### config.mk
export PLATFORM = sky130hd
export DESIGN_NAME = axis_noc_injector_mc
export DESIGN_NICKNAME = d
export VERILOG_FILES = /design/src/rtl/noc_injector_pkg.sv /design/src/rtl/rr_lock_arbiter.sv /design/src/rtl/axis_noc_injector_mc.sv
export SDC_FILE = /design/constraint.sdc
export NUM_CORES = 1
export LEC_CHECK = 0
export CAP_MARGIN = 20
export CORE_AREA = 2 2 269 271
export DETAILED_ROUTE_END_ITERATION = 7
export DIE_AREA = 0 0 271 273
export PLACE_DENSITY = 0.36
export SYNTH_ARGS = -nofsm -noshare
export SYNTH_HDL_FRONTEND = slang
export SYNTH_SLANG_ARGS = --single-unit
### constraint.sdc
create_clock -name clk_noc -period 3.8 [get_ports clk_noc]
set_input_delay 0.76 -clock clk_noc [delete_from_list [all_inputs] [get_ports clk_noc]]
set_output_delay 0.76 -clock clk_noc [all_outputs]
set_load 0.01 [all_outputs]
### src/rtl/noc_injector_pkg.sv
// Shared types and width helpers for the multi-channel AXIS NoC injector.
package noc_injector_pkg;

    localparam int DEF_TDATA_WIDTH = 128;
    localparam int DEF_TID_WIDTH   = 2;
    localparam int DEF_TDEST_WIDTH = 2;
    localparam int DEF_DEST_WIDTH  = DEF_TID_WIDTH + DEF_TDEST_WIDTH;

    // One router flit at the default widths: payload, {tid,tdest} route, tail marker.
    typedef struct packed {
        logic [DEF_TDATA_WIDTH-1:0] data;
        logic [DEF_DEST_WIDTH-1:0]  dest;
        logic                       is_tail;
    } flit_t;

    // Router dest field is the AXIS tid concatenated with tdest.
    function automatic int calc_dest_width(input int tid_w, input int tdest_w);
        return tid_w + tdest_w;
    endfunction

    // Enough bits to hold every value from 0 up to the full buffer depth.
    function automatic int calc_credit_width(input int depth);
        return $clog2(depth + 1);
    endfunction

    // Channel index width, never narrower than one bit.
    function automatic int calc_ch_width(input int n);
        return (n > 1) ? $clog2(n) : 1;
    endfunction

endpackage

### src/rtl/rr_lock_arbiter.sv
// Round-robin arbiter with a packet lock: once a non-tail beat is accepted the
// grant stays on that channel until its tail beat is accepted.
module rr_lock_arbiter
    import noc_injector_pkg::*;
#(
    parameter int NUM_CHANNELS = 4,
    parameter int CH_WIDTH     = calc_ch_width(NUM_CHANNELS)
) (
    input  logic                    clk,
    input  logic                    rst_n,
    input  logic [NUM_CHANNELS-1:0] req,
    input  logic                    fire,
    input  logic                    fire_last,
    output logic [NUM_CHANNELS-1:0] grant,
    output logic [CH_WIDTH-1:0]     grant_idx,
    output logic                    grant_valid,
    output logic                    locked,
    output logic [CH_WIDTH-1:0]     active_ch
);

    // rr_ptr is the first channel the search looks at, i.e. last_granted+1.
    logic [CH_WIDTH-1:0] rr_ptr;
    logic [CH_WIDTH-1:0] search_idx;
    logic                search_hit;
    logic [CH_WIDTH-1:0] cand_idx;
    logic [CH_WIDTH-1:0] ptr_after;
    int                  cand_wide;

    // Find the first requesting channel starting at the rotating pointer.
    always_comb begin
        search_hit = 1'b0;
        search_idx = '0;
        cand_wide  = 0;
        cand_idx   = '0;
        for (int off = 0; off < NUM_CHANNELS; off++) begin
            cand_wide = int'(rr_ptr) + off;
            if (cand_wide >= NUM_CHANNELS) begin
                cand_wide = cand_wide - NUM_CHANNELS;
            end
            cand_idx = CH_WIDTH'(cand_wide);
            if (!search_hit && req[cand_idx]) begin
                search_hit = 1'b1;
                search_idx = cand_idx;
            end
        end
    end

    // A held lock overrides the search; otherwise the search result is the grant.
    always_comb begin
        grant       = '0;
        grant_idx   = search_idx;
        grant_valid = search_hit;
        if (locked) begin
            grant_idx   = active_ch;
            grant_valid = 1'b1;
        end
        if (grant_valid) begin
            grant[grant_idx] = 1'b1;
        end
    end

    // Pointer position just past the channel that finishes a packet.
    always_comb begin
        ptr_after = grant_idx + CH_WIDTH'(1);
        if (grant_idx == CH_WIDTH'(NUM_CHANNELS - 1)) begin
            ptr_after = '0;
        end
    end

    // Lock on a non-tail beat, release and rotate on a tail beat.
    always_ff @(posedge clk or negedge rst_n) begin
        if (!rst_n) begin
            locked    <= 1'b0;
            active_ch <= '0;
            rr_ptr    <= '0;
        end else if (fire) begin
            if (fire_last) begin
                locked <= 1'b0;
                rr_ptr <= ptr_after;
            end else begin
                locked    <= 1'b1;
                active_ch <= grant_idx;
            end
        end
    end

endmodule

### src/rtl/axis_noc_injector_mc.sv
// Multi-channel AXIS to NoC local-port injector with packet-locked round-robin
// arbitration and credit-based flow control against the router input buffer.
module axis_noc_injector_mc
    import noc_injector_pkg::*;
#(
    parameter int NUM_CHANNELS      = 4,
    parameter int TDATA_WIDTH       = 128,
    parameter int TID_WIDTH         = 2,
    parameter int TDEST_WIDTH       = 2,
    parameter int DEST_WIDTH        = calc_dest_width(TID_WIDTH, TDEST_WIDTH),
    parameter int FLIT_BUFFER_DEPTH = 2,
    parameter int CREDIT_WIDTH      = calc_credit_width(FLIT_BUFFER_DEPTH),
    parameter int CH_WIDTH          = calc_ch_width(NUM_CHANNELS)
) (
    input  logic                                     clk_noc,
    input  logic                                     rst_n,
    input  logic [NUM_CHANNELS-1:0]                  axis_in_tvalid,
    output logic [NUM_CHANNELS-1:0]                  axis_in_tready,
    input  logic [NUM_CHANNELS-1:0][TDATA_WIDTH-1:0] axis_in_tdata,
    input  logic [NUM_CHANNELS-1:0]                  axis_in_tlast,
    input  logic [NUM_CHANNELS-1:0][TID_WIDTH-1:0]   axis_in_tid,
    input  logic [NUM_CHANNELS-1:0][TDEST_WIDTH-1:0] axis_in_tdest,
    output logic [TDATA_WIDTH-1:0]                   data_out,
    output logic [DEST_WIDTH-1:0]                    dest_out,
    output logic                                     is_tail_out,
    output logic                                     send_out,
    input  logic                                     credit_in,
    output logic [CREDIT_WIDTH-1:0]                  credit_count,
    output logic [CH_WIDTH-1:0]                      active_ch,
    output logic                                     locked,
    output logic                                     err_credit_overflow
);

    localparam logic [CREDIT_WIDTH-1:0] CREDIT_MAX = CREDIT_WIDTH'(FLIT_BUFFER_DEPTH);
    localparam logic [CREDIT_WIDTH-1:0] CREDIT_ONE = CREDIT_WIDTH'(1);

    logic [NUM_CHANNELS-1:0] grant;
    logic [CH_WIDTH-1:0]     grant_idx;
    logic                    grant_valid;
    logic                    can_send;
    logic                    send_fire;

    rr_lock_arbiter #(
        .NUM_CHANNELS (NUM_CHANNELS),
        .CH_WIDTH     (CH_WIDTH)
    ) u_arb (
        .clk         (clk_noc),
        .rst_n       (rst_n),
        .req         (axis_in_tvalid),
        .fire        (send_fire),
        .fire_last   (axis_in_tlast[grant_idx]),
        .grant       (grant),
        .grant_idx   (grant_idx),
        .grant_valid (grant_valid),
        .locked      (locked),
        .active_ch   (active_ch)
    );

    // Only the registered count gates ready, so credit_in never reaches tready combinationally.
    always_comb begin
        can_send       = (credit_count != '0);
        axis_in_tready = '0;
        if (rst_n && can_send && grant_valid) begin
            axis_in_tready = grant;
        end
        send_fire = |(axis_in_tvalid & axis_in_tready);
    end

    // Credit counter: spend one per accepted beat, regain one per credit_in, saturate at depth.
    always_ff @(posedge clk_noc or negedge rst_n) begin
        if (!rst_n) begin
            credit_count        <= CREDIT_MAX;
            err_credit_overflow <= 1'b0;
        end else begin
            case ({send_fire, credit_in})
                2'b10: credit_count <= credit_count - CREDIT_ONE;
                2'b01: begin
                    if (credit_count == CREDIT_MAX) begin
                        err_credit_overflow <= 1'b1;
                    end else begin
                        credit_count <= credit_count + CREDIT_ONE;
                    end
                end
                default: credit_count <= credit_count;
            endcase
        end
    end

    // Flit output register: one-cycle strobe, payload holds between flits, tail only with a strobe.
    always_ff @(posedge clk_noc or negedge rst_n) begin
        if (!rst_n) begin
            send_out    <= 1'b0;
            is_tail_out <= 1'b0;
            data_out    <= '0;
            dest_out    <= '0;
        end else begin
            send_out <= send_fire;
            if (send_fire) begin
                data_out    <= axis_in_tdata[grant_idx];
                dest_out    <= {axis_in_tid[grant_idx], axis_in_tdest[grant_idx]};
                is_tail_out <= axis_in_tlast[grant_idx];
            end else begin
                is_tail_out <= 1'b0;
            end
        end
    end

endmodule

======== Word-level counts from Yosys, hierarchy flattened ========
Cells that the tools add are included.
cells by class
  add/sub/neg operators ................... 10
  reduce and logical (&&, ||, !) cells .... 16
  multiplexer cells ....................... 39
  magnitude comparators ................... 10
  equality and inequality tests ........... 5
  bitwise operators ....................... 2
operators by type and width
  operator               count
  $bmux W128 S2          1
  $mux W128              1
  $mux W2                13
  $lt A2 B3 Y1 const B   5
  $mux W1                13
  $bmux W1 S2            5
  $sub A2 B1 Y2 const B  5
  $ge A3 B3 Y1 const B   3
  $bmux W2 S2            2
  $mux W4                2
  $reduce_and A2 Y1      4
  $add A2 B2 Y3 const B  2
  $eq A2 B2 Y1 const B   3
  $logic_and A1 B1 Y1    6
  $add A2 B1 Y2 const B  2
  $and A4 B4 Y4          1
  $pmux W2 S2            1
  $reduce_bool A2 Y1     2
  $reduce_or A4 Y1       1
  $add A2 B1 Y3 const B  1
  $ge A2 B3 Y1 const B   1
  $logic_not A1 Y1       3
  $demux W1 S2           1
  $eq A2 B1 Y1 const B   1
  other kinds (3)        3
word-level totals
  bits in registers ....................... 142
  bits of input ports ..................... 539

======== Longest topological paths before layout ========
Gate-level depths: netlist of run 1.
  depth in word-level cells ............... 26
  depth in mapped cells ................... 15
  mapped depth without buffers ............ 10

======== By module ========
Synthesis of run 1 repeated with hierarchy kept, for this count alone.
second synthesis, totals
  cell total of the unflattened synthesis .. 514
  area, all modules ....................... 9326.4 µm²
by module, submodules not included
  module                seq. area each (µm²)  area each (µm²)  cells each  times used
  axis_noc_injector_mc  3429.5                8882.3           469         1
  rr_lock_arbiter       125.1                 444.2            45          1

======== Least setup slack after synthesis of run 1 ========
Ideal clock, no wire load.
  path kind ............................... input port to output port
  start point ............................. input axis_in_tvalid[1]
  end point ............................... output axis_in_tready[3]
  stages on the path ...................... 10
  path buffers ............................ 4
  setup slack ............................. 495 ps
  arrival ................................. 2545 ps
  path through ............................ buf_2 -> nand2b_1 -> a41oi_2 -> nand3_2 -> inv_1 -> buf_2 -> buf_1 -> clkbuf_1 -> ha_1 -> and2_1
on the way
  word-level cells in the longest chain between the ends .. 19
RTL lines
  element                                                             line                        RTL
  start, declared                                                     axis_noc_injector_mc.sv:17  input logic [NUM_CHANNELS-1:0] axis_in_tvalid,
  $bmux W1 S2                                                         rr_lock_arbiter.sv:41       if (!search_hit && req[cand_idx]) begin
  $mux W1 (not written as such)                                       rr_lock_arbiter.sv:41
  $mux W1                                                             rr_lock_arbiter.sv:41
  $logic_not A1 Y1                                                    rr_lock_arbiter.sv:41
  $logic_and A1 B1 Y1                                                 rr_lock_arbiter.sv:41
  $mux W1                                                             rr_lock_arbiter.sv:41
  $logic_not A1 Y1                                                    rr_lock_arbiter.sv:41
  $logic_and A1 B1 Y1                                                 rr_lock_arbiter.sv:41
  (+3 left out)                                                       -
  $mux W2                                                             rr_lock_arbiter.sv:41
  $mux W2                                                             rr_lock_arbiter.sv:53       if (locked) begin
  $lt A2 B3 Y1 (not written as such) or $ge A2 B1 Y1 (tied branches)  rr_lock_arbiter.sv:58       grant[grant_idx] = 1'b1;
  $logic_and A1 B1 Y1 (not written as such)                           rr_lock_arbiter.sv:58
  $mux W1 (not written as such)                                       rr_lock_arbiter.sv:58
  $demux W1 S2                                                        -
  $mux W4                                                             rr_lock_arbiter.sv:57       if (grant_valid) begin
  $mux W4 (*)                                                         axis_noc_injector_mc.sv:63  if (rst_n && can_send && grant_valid) begin
  end, declared                                                       axis_noc_injector_mc.sv:18  output logic [NUM_CHANNELS-1:0] axis_in_tready,
Mark *: on every way between the ends. The rest lies on a longest branch, timed or not. The select of a mux whose other input is x is not followed.

======== Worst setup path after layout of run 1 ========
  start point ............................. input axis_in_tvalid[3]
  end point ............................... output axis_in_tready[3]
Same word-level chain as after synthesis.

==> out/results.ini, run 1 <==
[synth]
synth_area_um2 = 9860
synth-seq-cells = 142
yosys-top-cells-area = sky130_fd_sc_hd__dfrtp_1 36%, sky130_fd_sc_hd__nand2_1 25%, sky130_fd_sc_hd__and3_1 17%
number_of_library_cell_types_mapped_by_synthesis = 48
netlist_top_cells_count = 665 x sky130_fd_sc_hd__nand2_1, 265 x sky130_fd_sc_hd__and3_1, 141 x sky130_fd_sc_hd__dfrtp_1
post-synth-top-area-fraction = 0.358
syn_avg_cell_area_um2 = 7.07
synth_edf_count = 0
synth.largest_area_cell = sky130_fd_sc_hd__dfrtp_1
synth_most_common_cell = sky130_fd_sc_hd__nand2_1
dominantRegCellSynth = sky130_fd_sc_hd__dfrtp_1
synth.yosys.seq_area_share = 0.360
postSynth.asyncResetShare = 1.00
syn_inst = 1395
ys.warnings.count = 0
syn_nets = 1935

[grt]
grt_first_pass_wirelength_um = 81400
first_global_vias = 12500
grt_max_degree = 163
total_overflow_reported_by_the_global_router = 0
grt_antenna_before_repair = 7
grt_use_total = 0.146

[power]
leakage_uw = 0.00830
seq_power_share = 0.212
p_sw_frac = 0.449
power.clock.fraction = 0.133
ir_worst_vdd_mv = 0.647
p_switching_uw = 5730
p_int_uw = 7020
p_per_area_nw_per_um2 = 692
power.share.combinational = 0.655

[worst_setup_path]
critPathTopFamily = buffers and inverters
critPathLaunchType = input pin
maximum_fanout_encountered_on_the_critical_timing_path = 5
endpoint_kind = output port
timing.critical_path.buf_inv = 3
max_stage_delay_ns = 0.56
worst_ep_required_time_ns = 3.04
crit_path_top_delay_cell = sky130_fd_sc_hd__clkdlybuf4s50_1
cp_cell_sequence = clkdlybuf4s50_1 -> and3b_1 -> a21oi_1 -> o41ai_4 -> nor2_4 -> inv_8 -> ha_1 -> and2_1 -> dlygate4sd2_1
worst-r2r-setup-slack_ns = 0.81
setup.worst_path.class = input pin to output port
timing.critical_path.arrival_ns = 2.85

[timing]
max_slew.worst_pin.slew_ns = 0.946
timing.final.crit_share = 0.951
setup-tns-final_ns = 0
setup_repair_after_global_routing_missed_its_margin = false
slew_headroom = 0.369
slew_viol_final = 0
final_critical_path_setup_slack_ns = 0.187
period_minus_slack_ns = 3.61
setup_viol_count_final = 0
worst_clock_skew_ns = 0.00889
clock.fmax_mhz = 277
finalHoldViolations = 0

[clock_network]
cts_root_buf = sky130_fd_sc_hd__clkbuf_16
worst_setup_hold_path_clk_slew_ns = 0.06
h-tree-depth = 4
tritoncts.num_buffers = 17
insertion_delay_ns = 0.48
clock-sinks = 142
cts_setup_buffers = 0
cts_tree = yes
cts_stage_hold_buffer_count = 0
clock_path_buffers = 2

[finish]
drive_gt1_frac = 0.0477
finish.cell_count_without_fillers = 2991
final_nets = 2560
layout.cell_area.non_filler_um2 = 18400
final.fill_count = 7807
syn2layout_area_growth_pct = 86.7

[routing]
vias_cell = 4.02
vias = 12000
routed_wirelength_um = 55300
drtPass1Iterations = 5
drt_iter0_markers = 541
post_drt_wl_per_cell_um = 18.5
post-route-drc-count = 0
antenna_violating_nets_post_route = 0

[placement]
place.detailed.instances = 2951
post-place-ws_ns = -0.104
gp_congestion = 0.871
dpl_cell_area_um2 = 17800
post-dp-hpwl_um = 41300
port_buffers = 682

[floorplanning]
initial_utilization = 0.139
die-area_um2 = 74000
std_cell_rows = 98
floorplan.io_pins = 683
fp.dieW_um = 271
core_area_um2 = 71000
die_height_um = 273

[job]
cap_violations = 0

[min_path]
min_path_type = input pin to asynchronous set/reset pin

[status]
status = finished, final reports clean

## final timing paths
check / start / endpoint / cells after the start
setup / recovery: axis_in_tvalid[3] / axis_in_tready[3] / 9
hold / removal: rst_n / data_out[86] / 1
setup reg to reg: u_arb.rr_ptr[1] / u_arb.rr_ptr[1] / 10
hold reg to reg: data_out[49] / data_out[49] / 2
max in group asynchronous: rst_n / data_out[16] / 3
min in group clk_noc: data_out[49] / data_out[49] / 2
## worst reg2reg max path: cells and delay by family, from the launching register on
kind            cells  cell delay [ns]
buf+inv             3             0.89
compound gates      3             0.74
mux                 1             0.35
simple gates        3             0.40
flops               1             0.51
## layer usage
metal | GRT usage | vias to the layer above | routed length [um]
met5 | 0 | - | 13
met4 | 0.0502 | 2 | 1240
met3 | 0.0472 | 53 | 3890
met2 | 0.254 | 420 | 27500
met1 | 0.168 | 5588 | 22700
li1 | - | 5960 | -
## cells by family after synthesis
family          after synthesis  share of synthesized area
buf+inv                     130                     0.0630
flops                       142                      0.360
mux                           4                    0.00571
compound gates              162                      0.128
fa+ha+maj                     1                    0.00127
simple gates                955                      0.441
xor+xnor                      1                   0.000888
## cell type report
type | instances | area (um^2) | share of cell area
sequential | 142 | 3550 | 0.193
antenna | 8 | 20.0 | 0.00109
timing repair buffer | 729 | 7350 | 0.399
clock buffer | 24 | 512 | 0.0278
inverter | 7 | 36.3 | 0.00197
clock inverter | 8 | 56.3 | 0.00306
multi-input combinational | 1123 | 5690 | 0.309
tap | 950 | 1190 | 0.0646
## sequential cells by signal, indices dropped and copies added, names as in the netlist
signal and flops:
u_arb.active_ch 2, u_arb.rr_ptr 2, dest_out 4, u_arb.locked 1, err_credit_overflow 1, is_tail_out 1, data_out 128, send_out 1
credit_count 2
## stage by stage
stage	total power [uW]	util	hold slack, ns
2_1_floorplan	7240	-	0.464
3_3_place_gp	11300	0.251	0.459
3_5_place_dp	11300	0.251	0.465
4_1_cts	13100	0.259	0.0524
5_1_grt	14000	0.259	0.0645
6_report	12700	0.259	0.0999
## power by group through the flow
stage               combinational, uW  sequential [uW]  clock (uW)
global route                     9280             2810        1870
finish                           8350             2700        1700
CTS                              8620             2720        1820
floorplan                        4260             2980           0
detailed placement               8590             2730           0
global placement                 8630             2710           0
## repair_timing
| item | in CTS | in global routing |
|---|---|---|
| endpoints found under the setup margin | 4 | 0 |
| hold endpoints to repair | 0 | 0 |
| gates resized for setup | 4 | 0 |
## cell usage in the layout, fill, tap and decap left out, drive strengths merged, types with 3 or more instances in the layout
| cell type | netlist | final |
|---|---|---|
| and3 | 265 | 265 |
| dfrtp | 141 | 141 |
| o31ai | 134 | 134 |
| dlygate4sd2 | 0 | 4 |
| buf | 73 | 48 |
| nor2 | 5 | 5 |
| nor4 | 3 | 3 |
| nand2 | 665 | 665 |
| clkbuf | 50 | 24 |
| diode | 0 | 8 |
| nand2b | 4 | 4 |
| inv | 7 | 7 |
| o21ai | 4 | 4 |
| clkinv | 0 | 6 |
| clkdlybuf4s50 | 0 | 677 |
| a211oi | 5 | 5 |
| mux2 | 3 | 3 |
| a21oi | 6 | 6 |
No activity file was read; power rests on OpenSTA's default activity.
==> run 2: changes to the inputs <==
--- a/config.mk
+++ b/config.mk
@@ -9,7 +9,7 @@
 export CORE_AREA = 2 2 269 271
 export DETAILED_ROUTE_END_ITERATION = 7
 export DIE_AREA = 0 0 271 273
-export PLACE_DENSITY = 0.36
+export PLACE_DENSITY_LB_ADDON = 0.25
 export SYNTH_ARGS = -nofsm -noshare
 export SYNTH_HDL_FRONTEND = slang
 export SYNTH_SLANG_ARGS = --single-unit
==> run 2 against run 1 <==
Clock power increased by 6%. Power up 2.7%. Via count rose by 1.4%. Core utilization increased by 0.35 points. Sequential power about the same. Cell count rose by 0.70%. Routed wire length down 4.6%. Count of clock-buffer cells in the layout shrank 1. Register-to-register slack worse by 0.12 ns. Critical endpoint is now axis_in_tready[1]. Largest cell class unchanged. Largest power group unchanged.
==> out/results.ini, run 2 (synthesized netlist as in run 1, its figures left out) <==
[timing]
max_slew.worst_pin.slew_ns = 0.960  ; was 0.946 ns
period_minus_slack_ns = 3.72  ; was 3.61 ns
timing.final.crit_share = 0.979  ; was 0.951
clock.fmax_mhz = 269  ; was 277 MHz
slew_viol_final = 0  ; unchanged
finalHoldViolations = 0  ; unchanged
setup_viol_count_final = 0  ; unchanged
slew_headroom = 0.360  ; was 0.369
setup_repair_after_global_routing_missed_its_margin = false  ; unchanged
worst_clock_skew_ns = 0.0159  ; was 0.00889 ns

[routing]
met1Wirelength_um = 20900  ; was 22,700 um
highest_layer_used_for_signal_routing = met5  ; unchanged
drtPass1Iterations = 5  ; unchanged
vias = 12200  ; was 12,000
vias_cell = 4.05  ; was 4.02
wl_met3_um = 3810  ; was 3890 um
antenna_violating_nets_post_route = 0  ; unchanged
drt_iter0_markers = 615  ; was 541
post_drt_wl_per_cell_um = 17.5  ; was 18.5 um
routed_wirelength_um = 52700  ; was 55,300 um
post-route-drc-count = 0  ; unchanged
met2_wl_um = 26700  ; was 27,500 um

[finish]
final_nets = 2588  ; was 2,560
largest_register = data_out  ; unchanged
syn2layout_area_growth_pct = 89.2  ; was 86.7%
layout_commonest_cell = sky130_fd_sc_hd__clkdlybuf4s50_1  ; unchanged
layout.cells.most_common_list = 677 x sky130_fd_sc_hd__clkdlybuf4s50_1, 665 x sky130_fd_sc_hd__nand2_1, 265 x sky130_fd_sc_hd__and3_1  ; unchanged
drive_gt1_frac = 0.0602  ; was 0.0477
layout.cell_area.non_filler_um2 = 18700  ; was 18,400 um^2
reg.largest.list = data_out (128), dest_out (4)  ; unchanged
largest_reg_flops = 128  ; unchanged

[floorplanning]
die-area_um2 = 74000  ; unchanged
initial_utilization = 0.139  ; unchanged
fp.dieW_um = 271  ; unchanged
std_cell_rows = 98  ; unchanged
core_area_um2 = 71000  ; unchanged
floorplan.io_pins = 683  ; unchanged
die_height_um = 273  ; unchanged

[placement]
dpl_cell_area_um2 = 18000  ; was 17,800 um^2
gp_congestion = 0.956  ; was 0.871
post-dp-hpwl_um = 40200  ; was 41,300 um
port_buffers = 682  ; unchanged

[worst_setup_path]
worst_ep_required_time_ns = 3.04  ; about the same
timing.critical_path.arrival_ns = 2.96  ; was 2.85 ns
critical_path.endpoint = axis_in_tready[1]  ; was axis_in_tready[3]
maximum_fanout_encountered_on_the_critical_timing_path = 2  ; was 5
regToRegEndpoint = data_out[37]  ; was u_arb.rr_ptr[1]
critPathLaunchType = input pin  ; unchanged
timing.rr.start = u_arb.rr_ptr[1]  ; unchanged
timing.reg2reg.worst_path_depth = 15  ; was 10
setup.worst_path.class = input pin to output port  ; unchanged
crit_start = axis_in_tvalid[1]  ; was axis_in_tvalid[3]
endpoint_kind = output port  ; unchanged
worst-r2r-setup-slack_ns = 0.69  ; was 0.81 ns

[grt]
total_overflow_reported_by_the_global_router = 0  ; unchanged
first_global_vias = 12500  ; about the same
grt_max_degree = 127  ; was 163
grt_first_pass_wirelength_um = 77800  ; was 81,400 um
grt_use_total = 0.138  ; was 0.146
grt_antenna_before_repair = 5  ; was 7

[clock_network]
worst_setup_hold_path_clk_slew_ns = 0.07  ; was 0.06 ns
clock_path_buffers = 2  ; unchanged
insertion_delay_ns = 0.47  ; was 0.48 ns
clock-sinks = 142  ; unchanged
h-tree-depth = 4  ; unchanged
tritoncts.num_buffers = 17  ; unchanged
cts_tree = yes  ; unchanged
cts_root_buf = sky130_fd_sc_hd__clkbuf_16  ; unchanged

[power]
leakage_uw = 0.00844  ; was 0.00830 uW
ir_worst_vdd_mv = 0.616  ; was 0.647 mV
p_per_area_nw_per_um2 = 702  ; was 692 nW/um^2
p_total_uw = 13100  ; was 12,700 uW

[min_path]
min_path_type = input pin to asynchronous set/reset pin  ; unchanged

[status]
status = finished, final reports clean  ; unchanged

[job]
cap_violations = 0  ; unchanged

-- run 2: cell types whose count changed in the layout (fill, tap and decap cells not counted), sizes merged --
cell | previous run | this run
clkbuf | 24 | 23
buf | 48 | 76
diode | 8 | 1
bufinv | 0 | 3
clkinvlp | 2 | 0
-- run 2: what timing repair did --
item	4_1_cts	5_1_grt
buffers inserted	2	1
gates cloned	0	0
setup endpoints to repair	4	1
pin swaps	1	1
endpoints found under the hold margin	0	0
gates resized for setup	6	0
hold buffers	0	0
-- run 2: metal layers --
layer  GRT usage  vias to the layer above
met5           0                        -
met1       0.155                     5641
li1            -                     6012
met4      0.0439                        6
met3      0.0430                       53
met2       0.248                      485
-- run 2: power by group --
group / switching [uW] / leakage [uW] / internal, uW
clock network: 745 / 0.000295 / 1070
logic: 4560 / 0.00639 / 4010
registers: 455 / 0.00175 / 2260
total: 5760 / 0.00844 / 7340
-- run 2: how the worst min path moves through the flow --
stage	to	slack, ns	cells past startpoint
finish	data_out[75]	0.36	2
global route	data_out[75]	0.38	2
detailed placement	err_credit_overflow	0.45	1
global placement	err_credit_overflow	0.46	1
floorplan	credit_count[0]	0.46	0
CTS	data_out[75]	0.37	2
-- run 2: per-stage QoR --
step	util	TNS [ns]	worst slack [ns]	cells	hold slack (ns)
after floorplan	-	0	0.495	1395	0.464
after global placement	0.254	-3.00	-0.283	2976	0.458
after detailed placement	0.254	-10.30	-0.299	2976	0.455
after CTS	0.263	0	0.0470	3010	0.367
after global routing	0.263	0	0.00440	3011	0.378
final	0.263	0	0.0815	3012	0.364
-- run 2: worst max-delay path, cell delays in order --
cell	delay, ns
sky130_fd_sc_hd__clkdlybuf4s50_1	0.43
sky130_fd_sc_hd__or3b_2	0.44
sky130_fd_sc_hd__a211oi_1	0.24
sky130_fd_sc_hd__nor3_1	0.09
sky130_fd_sc_hd__o31a_1	0.35
sky130_fd_sc_hd__buf_12	0.15
sky130_fd_sc_hd__and3_1	0.17
sky130_fd_sc_hd__dlygate4sd2_1	0.31
-- run 2: final cells by class --
| cell class | count | area, um^2 |
|---|---|---|
| multi-input combinational | 1123 | 5700 |
| tap | 950 | 1190 |
| fill | 7726 | 52300 |
| antenna | 1 | 2.50 |
| inverter | 7 | 36.3 |
| timing repair buffer | 757 | 7570 |
| clock buffer | 23 | 468 |
| clock inverter | 9 | 135 |
| sequential | 142 | 3550 |
